<file path="config.mk">
export PLATFORM = sky130hd
export DESIGN_NAME = ccff_stream_loader_flat
export DESIGN_NICKNAME = d
export VERILOG_FILES = /design/src/rtl/ccff_stream_loader_if.sv /design/src/rtl/ccff_stream_loader.sv /design/src/flat_wrapper.sv
export SDC_FILE = /design/constraint.sdc
export NUM_CORES = 1
export LEC_CHECK = 0
export ABC_AREA = 0
export CELL_PAD_IN_SITES_DETAIL_PLACEMENT = 1
export CELL_PAD_IN_SITES_GLOBAL_PLACEMENT = 1
export CORE_MARGIN = 4
export CORE_UTILIZATION = 39
export CTS_CLUSTER_SIZE = 28
export DETAILED_ROUTE_END_ITERATION = 8
export GPL_TIMING_DRIVEN = 0
export PLACE_DENSITY = 0.81
export SYNTH_ARGS = -nofsm -noshare
export SYNTH_HDL_FRONTEND = slang
export SYNTH_SLANG_ARGS = --single-unit
</file>
<file path="constraint.sdc">
create_clock -name prog_clk -period 2.4 [get_ports prog_clk]
set_input_delay 0.36 -clock prog_clk [delete_from_list [all_inputs] [get_ports prog_clk]]
set_output_delay 0.36 -clock prog_clk [all_outputs]
set_load 0.02 [all_outputs]
</file>
<file path="src/rtl/ccff_stream_loader_if.sv">
`default_nettype none
// ============================================================================
// Module      : ccff_stream_loader_if
// Description : Bitstream word valid/ready channel from source to loader.
// Revision    : 1.0 - initial release
// ============================================================================
interface ccff_stream_loader_if #(
    parameter int WORD_W = 32
);
    logic              word_valid;
    logic [WORD_W-1:0] word_data;
    logic              word_ready;

    modport master (
        output word_valid,
        output word_data,
        input  word_ready
    );

    modport slave (
        input  word_valid,
        input  word_data,
        output word_ready
    );
endinterface
`default_nettype wire

</file>
<file path="src/rtl/ccff_stream_loader.sv">
`default_nettype none
// ============================================================================
// Module      : ccff_stream_loader
// Description : Serializes bitstream words LSB-first onto a configuration
//               flip-flop chain; optional tail readback check enabled by
//               defining CCFF_VERIFY_CHECK_EN.
// Revision    : 1.0 - initial release
// ============================================================================
module ccff_stream_loader #(
    parameter int CHAIN_LEN = 54,
    parameter int WORD_W    = 32,
    parameter int CNT_W     = 16
) (
    input  logic                 prog_clk,
    input  logic                 pReset_n,
    input  logic                 start,
    input  logic                 verify,
    ccff_stream_loader_if.slave  word_if,
    output logic                 ccff_head,
    output logic                 ccff_shift_en,
    input  logic                 ccff_tail,
    output logic                 busy,
    output logic                 done,
    output logic                 verify_err
);

    localparam int                c_bl_w      = $clog2(WORD_W + 1);
    localparam logic [CNT_W-1:0]  c_last_idx  = CNT_W'(CHAIN_LEN - 1);
    localparam logic [c_bl_w-1:0] c_word_bits = c_bl_w'(WORD_W);

    typedef enum logic [1:0] {
        S_IDLE   = 2'd0,
        S_FETCH  = 2'd1,
        S_SHIFT  = 2'd2,
        S_FINISH = 2'd3
    } state_t;

    state_t              r_state;
    state_t              w_state_nxt;

    logic [WORD_W-1:0]   r_shreg;
    logic [c_bl_w-1:0]   r_bits_left;
    logic [CNT_W-1:0]    r_bits_sent;
    logic                r_head;
    logic                r_shift_en;
    logic                r_done;
    logic                r_verify;

    logic                w_word_ready;
    logic                w_pass_start;
    logic                w_load;
    logic                w_shift;
    logic                w_final;
    logic                w_word_end;
    logic [CNT_W-1:0]    w_sent_eff;
    logic [31:0]         w_remaining;
    logic [c_bl_w-1:0]   w_bits_init;

    assign w_final    = (r_bits_sent == c_last_idx);
    assign w_word_end = (r_bits_left == c_bl_w'(1));

    // A word loaded during the last shift of the previous word must count
    // that shift as already sent.
    assign w_sent_eff  = r_bits_sent + CNT_W'(r_state == S_SHIFT);
    assign w_remaining = 32'(CHAIN_LEN) - 32'(w_sent_eff);
    assign w_bits_init = (w_remaining < 32'(WORD_W)) ? c_bl_w'(w_remaining)
                                                     : c_word_bits;

    always_ff @(posedge prog_clk or negedge pReset_n) begin
        if (!pReset_n) begin
            r_state <= S_IDLE;
        end else begin
            r_state <= w_state_nxt;
        end
    end

    always_comb begin
        w_state_nxt  = r_state;
        w_word_ready = 1'b0;
        w_pass_start = 1'b0;
        w_load       = 1'b0;
        w_shift      = 1'b0;
        case (r_state)
            S_IDLE: begin
                if (start) begin
                    w_pass_start = 1'b1;
                    w_state_nxt  = S_FETCH;
                end
            end
            S_FETCH: begin
                w_word_ready = 1'b1;
                if (word_if.word_valid) begin
                    w_load      = 1'b1;
                    w_state_nxt = S_SHIFT;
                end
            end
            S_SHIFT: begin
                if (w_final) begin
                    w_state_nxt = S_FINISH;
                end else if (w_word_end) begin
                    w_word_ready = 1'b1;
                    if (word_if.word_valid) begin
                        w_load = 1'b1;
                    end else begin
                        w_state_nxt = S_FETCH;
                    end
                end else begin
                    w_shift = 1'b1;
                end
            end
            S_FINISH: begin
                w_state_nxt = S_IDLE;
            end
            default: begin
                w_state_nxt = S_IDLE;
            end
        endcase
    end

    always_ff @(posedge prog_clk or negedge pReset_n) begin
        if (!pReset_n) begin
            r_shreg     <= '0;
            r_bits_left <= '0;
            r_bits_sent <= '0;
            r_head      <= 1'b0;
            r_shift_en  <= 1'b0;
            r_done      <= 1'b0;
            r_verify    <= 1'b0;
        end else begin
            if (w_pass_start) begin
                r_verify    <= verify;
                r_bits_sent <= '0;
            end else if (r_state == S_SHIFT) begin
                r_bits_sent <= r_bits_sent + CNT_W'(1);
            end

            // Leftover bits of a partial final word are simply never shifted.
            if (w_load) begin
                r_head      <= word_if.word_data[0];
                r_shreg     <= word_if.word_data >> 1;
                r_bits_left <= w_bits_init;
            end else if (w_shift) begin
                r_head      <= r_shreg[0];
                r_shreg     <= r_shreg >> 1;
                r_bits_left <= r_bits_left - c_bl_w'(1);
            end

            r_shift_en <= (w_state_nxt == S_SHIFT);
            r_done     <= (w_state_nxt == S_FINISH);
        end
    end

`ifdef CCFF_VERIFY_CHECK_EN
    logic r_verify_err;

    // The tail carries the previously loaded bit in step with the head.
    always_ff @(posedge prog_clk or negedge pReset_n) begin
        if (!pReset_n) begin
            r_verify_err <= 1'b0;
        end else if (w_pass_start && verify) begin
            r_verify_err <= 1'b0;
        end else if (r_shift_en && r_verify && (ccff_tail != r_head)) begin
            r_verify_err <= 1'b1;
        end
    end

    assign verify_err = r_verify_err;
`else
    logic w_unused_verify;

    assign w_unused_verify = ccff_tail ^ r_verify;
    assign verify_err      = 1'b0;
`endif

    assign word_if.word_ready = w_word_ready;
    assign ccff_head          = r_head;
    assign ccff_shift_en      = r_shift_en;
    assign busy               = (r_state != S_IDLE);
    assign done               = r_done;

endmodule
`default_nettype wire

</file>
<file path="src/flat_wrapper.sv">
// flat-port wrapper written by rule: the top's interface ports become plain ports
module ccff_stream_loader_flat 
#(
    parameter int CHAIN_LEN = 54,
    parameter int WORD_W    = 32,
    parameter int CNT_W     = 16
)
  (prog_clk, pReset_n, start, verify, ccff_head, ccff_shift_en, ccff_tail, busy, done, verify_err, word_if_word_valid, word_if_word_data, word_if_word_ready);
  ccff_stream_loader_if #(.WORD_W(WORD_W)) word_if_i ();
  input  logic prog_clk;
  input  logic pReset_n;
  input  logic start;
  input  logic verify;
  output logic ccff_head;
  output logic ccff_shift_en;
  input  logic ccff_tail;
  output logic busy;
  output logic done;
  output logic verify_err;
  input wire logic [$bits(word_if_i.word_valid)-1:0] word_if_word_valid;
  input wire logic [$bits(word_if_i.word_data)-1:0] word_if_word_data;
  output wire logic [$bits(word_if_i.word_ready)-1:0] word_if_word_ready;
  assign word_if_i.word_valid = word_if_word_valid;
  assign word_if_i.word_data = word_if_word_data;
  assign word_if_word_ready = word_if_i.word_ready;
  ccff_stream_loader #(.CHAIN_LEN(CHAIN_LEN), .WORD_W(WORD_W), .CNT_W(CNT_W)) u_core (.prog_clk(prog_clk), .pReset_n(pReset_n), .start(start), .verify(verify), .word_if(word_if_i), .ccff_head(ccff_head), .ccff_shift_en(ccff_shift_en), .ccff_tail(ccff_tail), .busy(busy), .done(done), .verify_err(verify_err));
endmodule
</file>
# After elaboration in Yosys (flattened, before gate mapping)
# Cells that the tools add are included.
dict set report word_totals {
  regBits 59
  inputBits 38
  out_inout_bits 6
  word_cells 50
}
dict set report op_classes {
  add_sub_neg 4
  order_cmp 1
  n_eq_ne 7
  n_mux 27
  reduce_logical 4
}
# cell n
set op_table {}
lappend op_table {{32-bit 2-to-1 mux} 2}
lappend op_table {{32-bit by 6-bit less-than comparator with 1-bit output (second input constant)} 1}
lappend op_table {{16-bit 2-to-1 mux} 2}
lappend op_table {{6-bit 2-to-1 mux} 3}
lappend op_table {{6-bit by 16-bit subtractor with 17-bit output (first input constant)} 1}
lappend op_table {{16-bit by 1-bit adder with 16-bit output} 1}
lappend op_table {{16-bit by 1-bit adder with 16-bit output (second input constant)} 1}
lappend op_table {{16-bit by 6-bit equality test with 1-bit output (second input constant)} 1}
lappend op_table {{1-bit 2-to-1 mux} 12}
lappend op_table {{2-bit 2-to-1 mux} 5}
lappend op_table {{2-bit equality test (second input constant)} 4}
lappend op_table {{2-bit one-hot mux with 4 select lines} 1}
lappend op_table {{6-bit by 1-bit equality test with 1-bit output (second input constant)} 1}
lappend op_table {{2-bit nonzero test} 3}
lappend op_table {{6-bit by 1-bit subtractor with 6-bit output (second input constant)} 1}
lappend op_table {{1-bit one-hot mux with 2 select lines} 2}
lappend op_table {{2-bit by 1-bit equality test with 1-bit output (second input constant)} 1}
lappend op_table {{2-bit logical NOT} 1}

# Depth between registers and ports, before layout
# Gate-level depths: netlist of the first run.
dict set report depth {
  ltp_word 6
  mapped_depth 11
  depth_no_buf 11
}

# Worst setup path after synthesis of the first run
# OpenSTA, ideal clock, no wires.
dict set report synth_path {
  path_type {register -> register}
  from {reg u_core.r_state[0]}
  to {reg u_core.r_bits_left[1]}
  setup_ps 92
  arrival_time_ps 2578
  slack_ps -270
  path_stages_with_launch 12
  n_path_buf 0
  period_less_slack_ps 2670
  cell_sequence {dfrtp_1 -> inv_1 -> ha_1 -> ha_1 -> ha_1 -> ha_1 -> a21oi_1 -> a2bb2oi_1 -> a21oi_1 -> nor4_2 -> o211ai_4 -> o31ai_2}
}
dict set report synth_between {
  elab_chain_cells 6
  elab_cells_between_ends 10
  classes_between {add/sub: 2; order compare: 1; eq/ne: 2; mux: 4; reduce/logical: 1}
}
# item line
set synth_lines {}
lappend synth_lines {{from (decl)} ccff_stream_loader.sv:38} ;# state_t r_state;
lappend synth_lines {{from (signal assigned)} ccff_stream_loader.sv:73} ;# r_state <= w_state_nxt;
lappend synth_lines {{2-bit equality test} {ccff_stream_loader.sv:64, ccff_stream_loader.sv:83}}
lappend synth_lines {{16-bit by 1-bit adder with 16-bit output} ccff_stream_loader.sv:64} ;# assign w_sent_eff = r_bits_sent + CNT_W'(r_state == S_SHIFT);
lappend synth_lines {{6-bit by 16-bit subtractor with 17-bit output} ccff_stream_loader.sv:65} ;# assign w_remaining = 32'(CHAIN_LEN) - 32'(w_sent_eff);
lappend synth_lines {{32-bit by 6-bit less-than comparator with 1-bit output} ccff_stream_loader.sv:66} ;# assign w_bits_init = (w_remaining < 32'(WORD_W)) ? c_bl_w'(w_remaining)
lappend synth_lines {{6-bit 2-to-1 mux} ccff_stream_loader.sv:66}
lappend synth_lines {{6-bit 2-to-1 mux} ccff_stream_loader.sv:138} ;# if (w_load) begin
lappend synth_lines {{to (signal assigned)} ccff_stream_loader.sv:141} ;# r_bits_left <= w_bits_init;
lappend synth_lines {{to (signal assigned)} ccff_stream_loader.sv:145} ;# r_bits_left <= r_bits_left - c_bl_w'(1);
lappend synth_lines {{to (decl)} ccff_stream_loader.sv:42} ;# logic [c_bl_w-1:0] r_bits_left;
# Several ways; a longest one is shown, not always the timed one.
# A chain may end at the register's enable or synchronous reset.

# Worst setup path after layout of the first run
# Ends and elaborated chain as after synthesis.

==> impl_metrics.sql, run 1 <==
INSERT INTO impl_metrics (metric_group, metric, value, unit) VALUES
('route', 'route.final.wire_length', '11400', 'µm'),
('flow_run', 'max_cap_violations', '0', ''),
('finish', 'n_fill_cell', '1033', ''),
('route', 'avgRoutedWirePerCell', '19.8', 'µm'),
('finish', 'fin_nets', '513', ''),
('route', 'drt_first_pass_iters', '4', ''),
('min_path', 'hold_path.class', 'in -> async', ''),
('clock_network', 'cts.sink_count', '58', ''),
('clock_network', 'cts_made_buffers', '9', ''),
('pwr', 'powerDensity', '443', 'nW/µm²'),
('placement', 'port_bufs', '40', ''),
('die', 'row_count', '34', ''),
('route', 'routed-via-count', '3272', ''),
('synth', 'yosysWarningCount', '0', ''),
('synth', 'yosys_most_used_dff', 'dfrtp_1', ''),
('die', 'die_width', '104', 'µm'),
('synth', 'synth.ff_latch_count', '58', ''),
('worst_setup_path', 'crit_chain', 'inv_2, ha_4, ha_4, ha_4, nand3_1, nor2_1, o32ai_2, nor4_4, o211ai_4, o31ai_2', ''),
('global_route', 'grt-ovfl-total', '0', ''),
('global_route', 'vias_in_the_first_global_route', '3507', ''),
('timing', 'hold_slack', '0.0115', 'ns'),
('clock_network', 'clock_tree.buffer_depth', '2', ''),
('synth', 'postSynth.asyncResetShare', '100', '%'),
('clock_network', 'clk_transition_reported_paths', '0.07', 'ns'),
('synth', 'synth_largest_area_cell', 'dfrtp_1', ''),
('route', 'drcViolationCount', '0', ''),
('clock_network', 'tritoncts', 'built', ''),
('timing', 'rsz0062_at_grt', 'yes', ''),
('finish', 'antennaDiodeCount', '0', ''),
('worst_setup_path', 'category_of_cells_accounting_for_the_largest_share_of_critical_path_delay', 'simple AND/OR/NAND/NOR gates', ''),
('timing', 'slew_violations', '0', ''),
('synth', 'synth_sequential_area_ratio', '40.2', '%'),
('timing', 'worst_margin_pin_slew', '0.590', 'ns'),
('worst_setup_path', 'cpMaxStageDelayCell', 'dfrtp_1', ''),
('global_route', 'grt_antenna_before_repair', '0', ''),
('die', 'area_of_the_core', '8850', 'µm²'),
('worst_setup_path', 'crit_top_cell', 'ha_4', ''),
('placement', 'hpwlAfterDp', '7100', 'µm'),
('global_route', 'grt_max_degree', '35', ''),
('die', 'initial_core_util', '40.8', '%'),
('synth', 'post_synth_num_cell_types', '57', ''),
('placement', 'dpl.cell_count', '544', ''),
('outcome', 'run_status', 'finished with violations', ''),
('clock_network', 'cts.htree.levels', '3', ''),
('timing', 'setup_violations_final', '5', ''),
('timing', 'setup_ws', '-0.113', 'ns'),
('worst_setup_path', 'worst_setup_path_start_kind', 'flip-flop', ''),
('pwr', 'power.total', '2.11', 'mW'),
('route', 'via_per_inst', '5.68', ''),
('finish', 'drive_gt1_share', '22.2', '%'),
('timing', 'final_cycle_utilization_of_the_critical_path', '105', '%'),
('timing', 'fmaxAchievable', '398', 'MHz'),
('worst_setup_path', 'end_kind', 'flip-flop', ''),
('timing', 'period_minus_slack', '2.51', 'ns'),
('outcome', 'failed_checks', 'negative setup slack', ''),
('clock_network', 'ctsRootBufferMaster', 'clkbuf_8', ''),
('die', 'die_extent_in_y', '104', 'µm'),
('finish', 'area_growth', '31.5', '%'),
('synth', 'synth_largest_type_area_fraction', '40.2', '%'),
('route', 'detail-route-antenna-nets', '0', ''),
('worst_setup_path', 'timing.critical_path.buf_inv', '1', ''),
('clock_network', 'clock_latency', '0.35', 'ns'),
('timing', 'timing_hold_violations_final', '0', ''),
('synth', 'post_synth_inst_count', '395', ''),
('synth', 'postSynthAreaPerCell', '9.15', 'µm²'),
('die', 'num_io_pins', '44', ''),
('synth', 'synth_edf_count', '0', ''),
('synth', 'post_synthesis_net_count', '445', ''),
('timing', 'final.setup_skew', '0.0115', 'ns'),
('global_route', 'wire_length_of_the_first_global_routing_pass', '18200', 'µm'),
('pwr', 'power_leakage', '1.98', 'nW');
[per-stage QoR]
step / TNS (ns) / area (µm²) / worst slack [ns]
2_1_floorplan: 0 / 3640 / 0.0361
3_3_place_gp: -54.52 / 4180 / -0.917
3_5_place_dp: -3.17 / 4190 / -0.384
4_1_cts: -0.0429 / 4590 / -0.0238
5_1_grt: -0.728 / 4750 / -0.199
6_report: -0.253 / 4750 / -0.113
[area by class of cell]
type | instances | area (µm²) | area share, %
Timing Repair Buffer | 57 | 531 | 11.2
Sequential cell | 58 | 1450 | 30.6
Multi-Input combinational cell | 295 | 2170 | 45.7
Clock buffer | 9 | 124 | 2.61
Buffer | 27 | 178 | 3.74
Clock inverter | 7 | 101 | 2.13
Inverter | 15 | 56.3 | 1.18
Tap cell | 108 | 135 | 2.84
[final timing paths]
check                                          startpoint  depth (start not counted)  slack [ns]                                 to
setup / recovery              u_core.r_state[0]$_DFF_PN0_                         10       -0.11  u_core.r_bits_left[1]$_DFFE_PN0P_
hold / removal                                   pReset_n                          1        0.01     u_core.r_shreg[21]$_DFFE_PN0P_
setup reg to reg              u_core.r_state[0]$_DFF_PN0_                         10       -0.11  u_core.r_bits_left[1]$_DFFE_PN0P_
hold reg to reg            u_core.r_shreg[27]$_DFFE_PN0P_                          2        0.57     u_core.r_shreg[26]$_DFFE_PN0P_
max in group asynchronous                        pReset_n                          2        1.78  u_core.r_bits_sent[0]$_DFFE_PN0P_
min in group prog_clk                word_if_word_data[2]                          3        0.55      u_core.r_shreg[1]$_DFFE_PN0P_
[where the power goes]
group	internal (mW)	switching, mW
sequential	0.977	0
clock	0.591	0.451
combinational	0.0542	0.0339
[flip-flops by register name, summed over array words and instances (netlist names)]
signal                cells
u_core.r_bits_left        6
u_core.ccff_head          1
u_core.r_shreg           31
u_core.done               1
u_core.ccff_shift_en      1
u_core.r_bits_sent       16
u_core.r_state            2
[routing by layer]
metal,share of wire (%),vias to the layer above,wire length [µm],global-route usage [%]
met4,1.7,0,197,6.17
li1,-,1529,-,-
met3,3.9,19,447,5.15
met2,53,74,6040,36.5
met1,41,1650,4700,25.0
met5,0,-,0,0
[cells in the final DEF (no fill, tap or decap), types with 5 or more instances in the layout]
master	instances
nor3_1	8
inv_1	14
ha_4	6
a21oi_1	13
clkbuf_2	6
clkbuf_8	9
xor2_1	10
nand3_1	5
nor2_1	28
o21ai_0	11
nand2_1	48
buf_6	5
o22ai_1	5
clkdlybuf4s50_1	38
o21ai_1	32
mux2i_1	34
dfrtp_1	56
nand4_1	8
xnor2_1	12
buf_2	9
ha_1	5
buf_4	21
[timing repair]
action                                 CTS  global route
endpoints found under the hold margin    0             0
setup endpoints to repair               14            39
resized for setup                       30            26
buffers inserted                         6            10
hold buffers                             0             0
pin swaps                                8            10
[cells by family after synthesis]
family,after synthesis,synth area share (%)
buffers and inverters,42,5.99
other,1,0.104
AO/OA/AOI/OAI,87,14.7
AND/OR/NAND/NOR,136,19.2
XOR/XNOR,22,5.33
adder cells (fa/ha/maj),12,4.16
multiplexers,37,10.4
flip-flops,58,40.2
Note: power is estimated with default switching activity, not from simulation.
==> run 2, diff against run 1 <==
- SLEW_MARGIN: unset -> 20
==> run 2 against run 1 <==
The run still ends with negative setup slack left. Sequential power about the same. Global-route usage down 0.95 points. Total power about the same. Routed wire length down 2.0%. Design area up 1.1%. Final cell count up 0.17%. Clock skew up 0.0033 ns. Sequential share of layout area down 0.23 points. Worst hold slack better by 0.41 ns. Die area unchanged. Critical path type unchanged.
==> impl_metrics.sql, run 2 (synthesis results as in run 1) <==
INSERT INTO impl_metrics (metric_group, metric, value, unit) VALUES
('route', 'dr_iter_0_viols', '160', ''),
('pwr', 'powerDensity', '439', 'nW/µm²'),
('placement', 'placed_area', '4200', 'µm²'),
('finish', 'layout_common_cells', 'dfrtp_1 (52), nand2_1 (47), clkdlybuf4s50_1 (38), mux2i_1 (34), o21ai_1 (32)', ''),
('global_route', 'vias_in_the_first_global_route', '3460', ''),
('clock_network', 'clock_tree.buffer_depth', '2', ''),
('clock_network', 'cts.sink_count', '58', ''),
('outcome', 'failed_checks', 'negative setup slack', ''),
('die', 'area_of_the_core', '8850', 'µm²'),
('placement', 'port_bufs', '40', ''),
('finish', 'layout.cells.most_common', 'dfrtp_1', ''),
('clock_network', 'tritoncts', 'built', ''),
('route', 'via_per_inst', '5.60', ''),
('timing', 'maxSlewHeadroom', '65.3', '%'),
('clock_network', 'cts.htree.levels', '3', ''),
('route', 'avgRoutedWirePerCell', '19.3', 'µm'),
('pwr', 'power.total', '2.11', 'mW'),
('min_path', 'hold_path.class', 'in -> async', ''),
('timing', 'final.setup_skew', '0.0147', 'ns'),
('finish', 'design_area', '4800', 'µm²'),
('route', 'drcViolationCount', '0', ''),
('outcome', 'run_status', 'finished with violations', ''),
('finish', 'antennaDiodeCount', '0', ''),
('route', 'detail-route-antenna-nets', '0', ''),
('global_route', 'grt_antenna_before_repair', '0', ''),
('finish', 'largest_register_ff_count', '31', ''),
('timing', 'timing_hold_violations_final', '0', ''),
('finish', 'final_core_utilization', '54.3', '%'),
('clock_network', 'cts_made_buffers', '9', ''),
('route', 'route.final.wire_length', '11200', 'µm'),
('global_route', 'grt_max_degree', '52', ''),
('die', 'die_width', '104', 'µm'),
('finish', 'fin_nets', '514', ''),
('timing', 'fmaxAchievable', '414', 'MHz'),
('timing', 'slew_violations', '0', ''),
('clock_network', 'ctsRootBufferMaster', 'clkbuf_8', ''),
('timing', 'worst_margin_pin_slew', '0.521', 'ns'),
('placement', 'hpwlAfterDp', '7060', 'µm'),
('timing', 'setup_ws', '-0.0138', 'ns'),
('pwr', 'worst_ir_drop_vdd', '0.000249', 'V'),
('worst_setup_path', 'timing.critical_path.arrival', '2.61', 'ns'),
('route', 'drt_first_pass_iters', '5', ''),
('timing', 'setup_violations_final', '1', ''),
('placement', 'gp_routability_congestion', '0.835', ''),
('worst_setup_path', 'end_kind', 'flip-flop', ''),
('timing', 'hold_slack', '0.417', 'ns'),
('finish', 'top_reg_by_flops', 'u_core.r_shreg', ''),
('die', 'initial_core_util', '40.8', '%'),
('worst_setup_path', 'worst-endpoint-required', '2.59', 'ns'),
('timing', 'final_cycle_utilization_of_the_critical_path', '101', '%'),
('finish', 'area_growth', '33.0', '%'),
('clock_network', 'clock_latency', '0.34', 'ns'),
('route', 'routed-via-count', '3231', ''),
('finish', 'post_layout_nonfiller_instances', '577', ''),
('die', 'die_extent_in_y', '104', 'µm'),
('timing', 'period_minus_slack', '2.41', 'ns'),
('finish', 'drive_gt1_share', '23.5', '%'),
('finish', 'layout_top_registers', 'u_core.r_shreg x31, u_core.r_bits_sent x16, u_core.r_bits_left x6', ''),
('clock_network', 'clk_transition_reported_paths', '0.08', 'ns'),
('worst_setup_path', 'worst_setup_path_start_kind', 'flip-flop', ''),
('die', 'num_io_pins', '44', ''),
('timing', 'rsz0062_at_grt', 'yes', ''),
('die', 'die_ar', '10900', 'µm²'),
('placement', 'dpl.cell_count', '544', ''),
('global_route', 'grt-ovfl-total', '0', ''),
('global_route', 'grt_util_all_layers', '19.8', '%'),
('pwr', 'power_leakage', '1.96', 'nW'),
('worst_setup_path', 'crit_type', 'reg -> reg', ''),
('worst_setup_path', 'timing.critical_path.fanout_max', '6', ''),
('global_route', 'wire_length_of_the_first_global_routing_pass', '17500', 'µm'),
('die', 'row_count', '34', ''),
('flow_run', 'max_cap_violations', '0', '');
-- run 2: cell count changes in the layout (fill, tap and decap cells not counted), moves of 2 or more --
cell / previous run / this run
dfrtp_2: 2 / 6
dfrtp_1: 56 / 52
buf_2: 9 / 7
ha_1: 5 / 7
buf_4: 21 / 23
-- run 2: area by class of cell --
| type | count | area, µm² |
|---|---|---|
| inverter | 15 | 56.3 |
| sequential | 58 | 1460 |
| clock buffer | 9 | 124 |
| fill | 1039 | 4040 |
| buffer | 26 | 180 |
| clock inverter | 7 | 101 |
| multi-input combinational | 295 | 2180 |
| timing repair buffer | 59 | 571 |
| tap | 108 | 135 |
-- run 2: worst paths after layout --
kind | from | end | slack (ns) | depth (start not counted)
worst min-delay path | pReset_n | u_core.r_bits_sent[8]$_DFFE_PN0P_ | 0.42 | 2
worst max register to register | u_core.r_state[0]$_DFF_PN0_ | u_core.r_bits_left[3]$_DFFE_PN0P_ | -0.01 | 9
worst min register to register | u_core.r_shreg[5]$_DFFE_PN0P_ | u_core.r_shreg[4]$_DFFE_PN0P_ | 0.56 | 2
max in group asynchronous | pReset_n | u_core.r_bits_sent[0]$_DFFE_PN0P_ | 1.49 | 3
worst max-delay path | u_core.r_state[0]$_DFF_PN0_ | u_core.r_bits_left[3]$_DFFE_PN0P_ | -0.01 | 9
min in group prog_clk | word_if_word_data[8] | u_core.r_shreg[7]$_DFFE_PN0P_ | 0.55 | 3
-- run 2: timing repair --
item                                    in CTS  in global routing
resized for setup                           30                 34
hold buffers                                 1                  0
endpoints found under the hold margin        7                  0
endpoints found under the setup margin      14                 39
pin swaps                                   12                 11
setup buffers                               11                  6
-- run 2: through the flow --
stage	setup TNS [ns]	worst slack, ns
finish	-0.0138	-0.0138
global placement	-54.52	-0.917
detailed placement	-3.12	-0.402
global route	-0.374	-0.113
CTS	0	0.00768
floorplan	0	0.0361
-- run 2: report_power, final --
group          switching (mW)  internal (mW)
clock network           0.447          0.591
registers                   0          0.977
logic                  0.0354         0.0573
total                   0.483           1.63
-- run 2: per-layer routing --
| metal | GRT usage, % | up-vias | wire length [µm] |
|---|---|---|---|
| met1 | 25.5 | 1610 | 4860 |
| met4 | 5.41 | 0 | 166 |
| met2 | 33.6 | 74 | 5700 |
| met3 | 4.16 | 15 | 431 |
| met5 | 0 | - | 0 |
| li1 | - | 1532 | - |
-- run 2: critical path: stages, from the launching register on --
cell	delay [ns]
dfrtp_1	0.40
inv_2	0.10
ha_4	0.18
ha_4	0.17
nand4_4	0.16
or3_4	0.45
mux2_1	0.34
and4_4	0.19
o211ai_4	0.13
o22ai_1	0.15
==> run 3, diff against run 2 <==
- SLEW_MARGIN: 20 -> 25
==> results of run 3 <==
No change in the layout: final DEF, timing and power equal those of run 2.
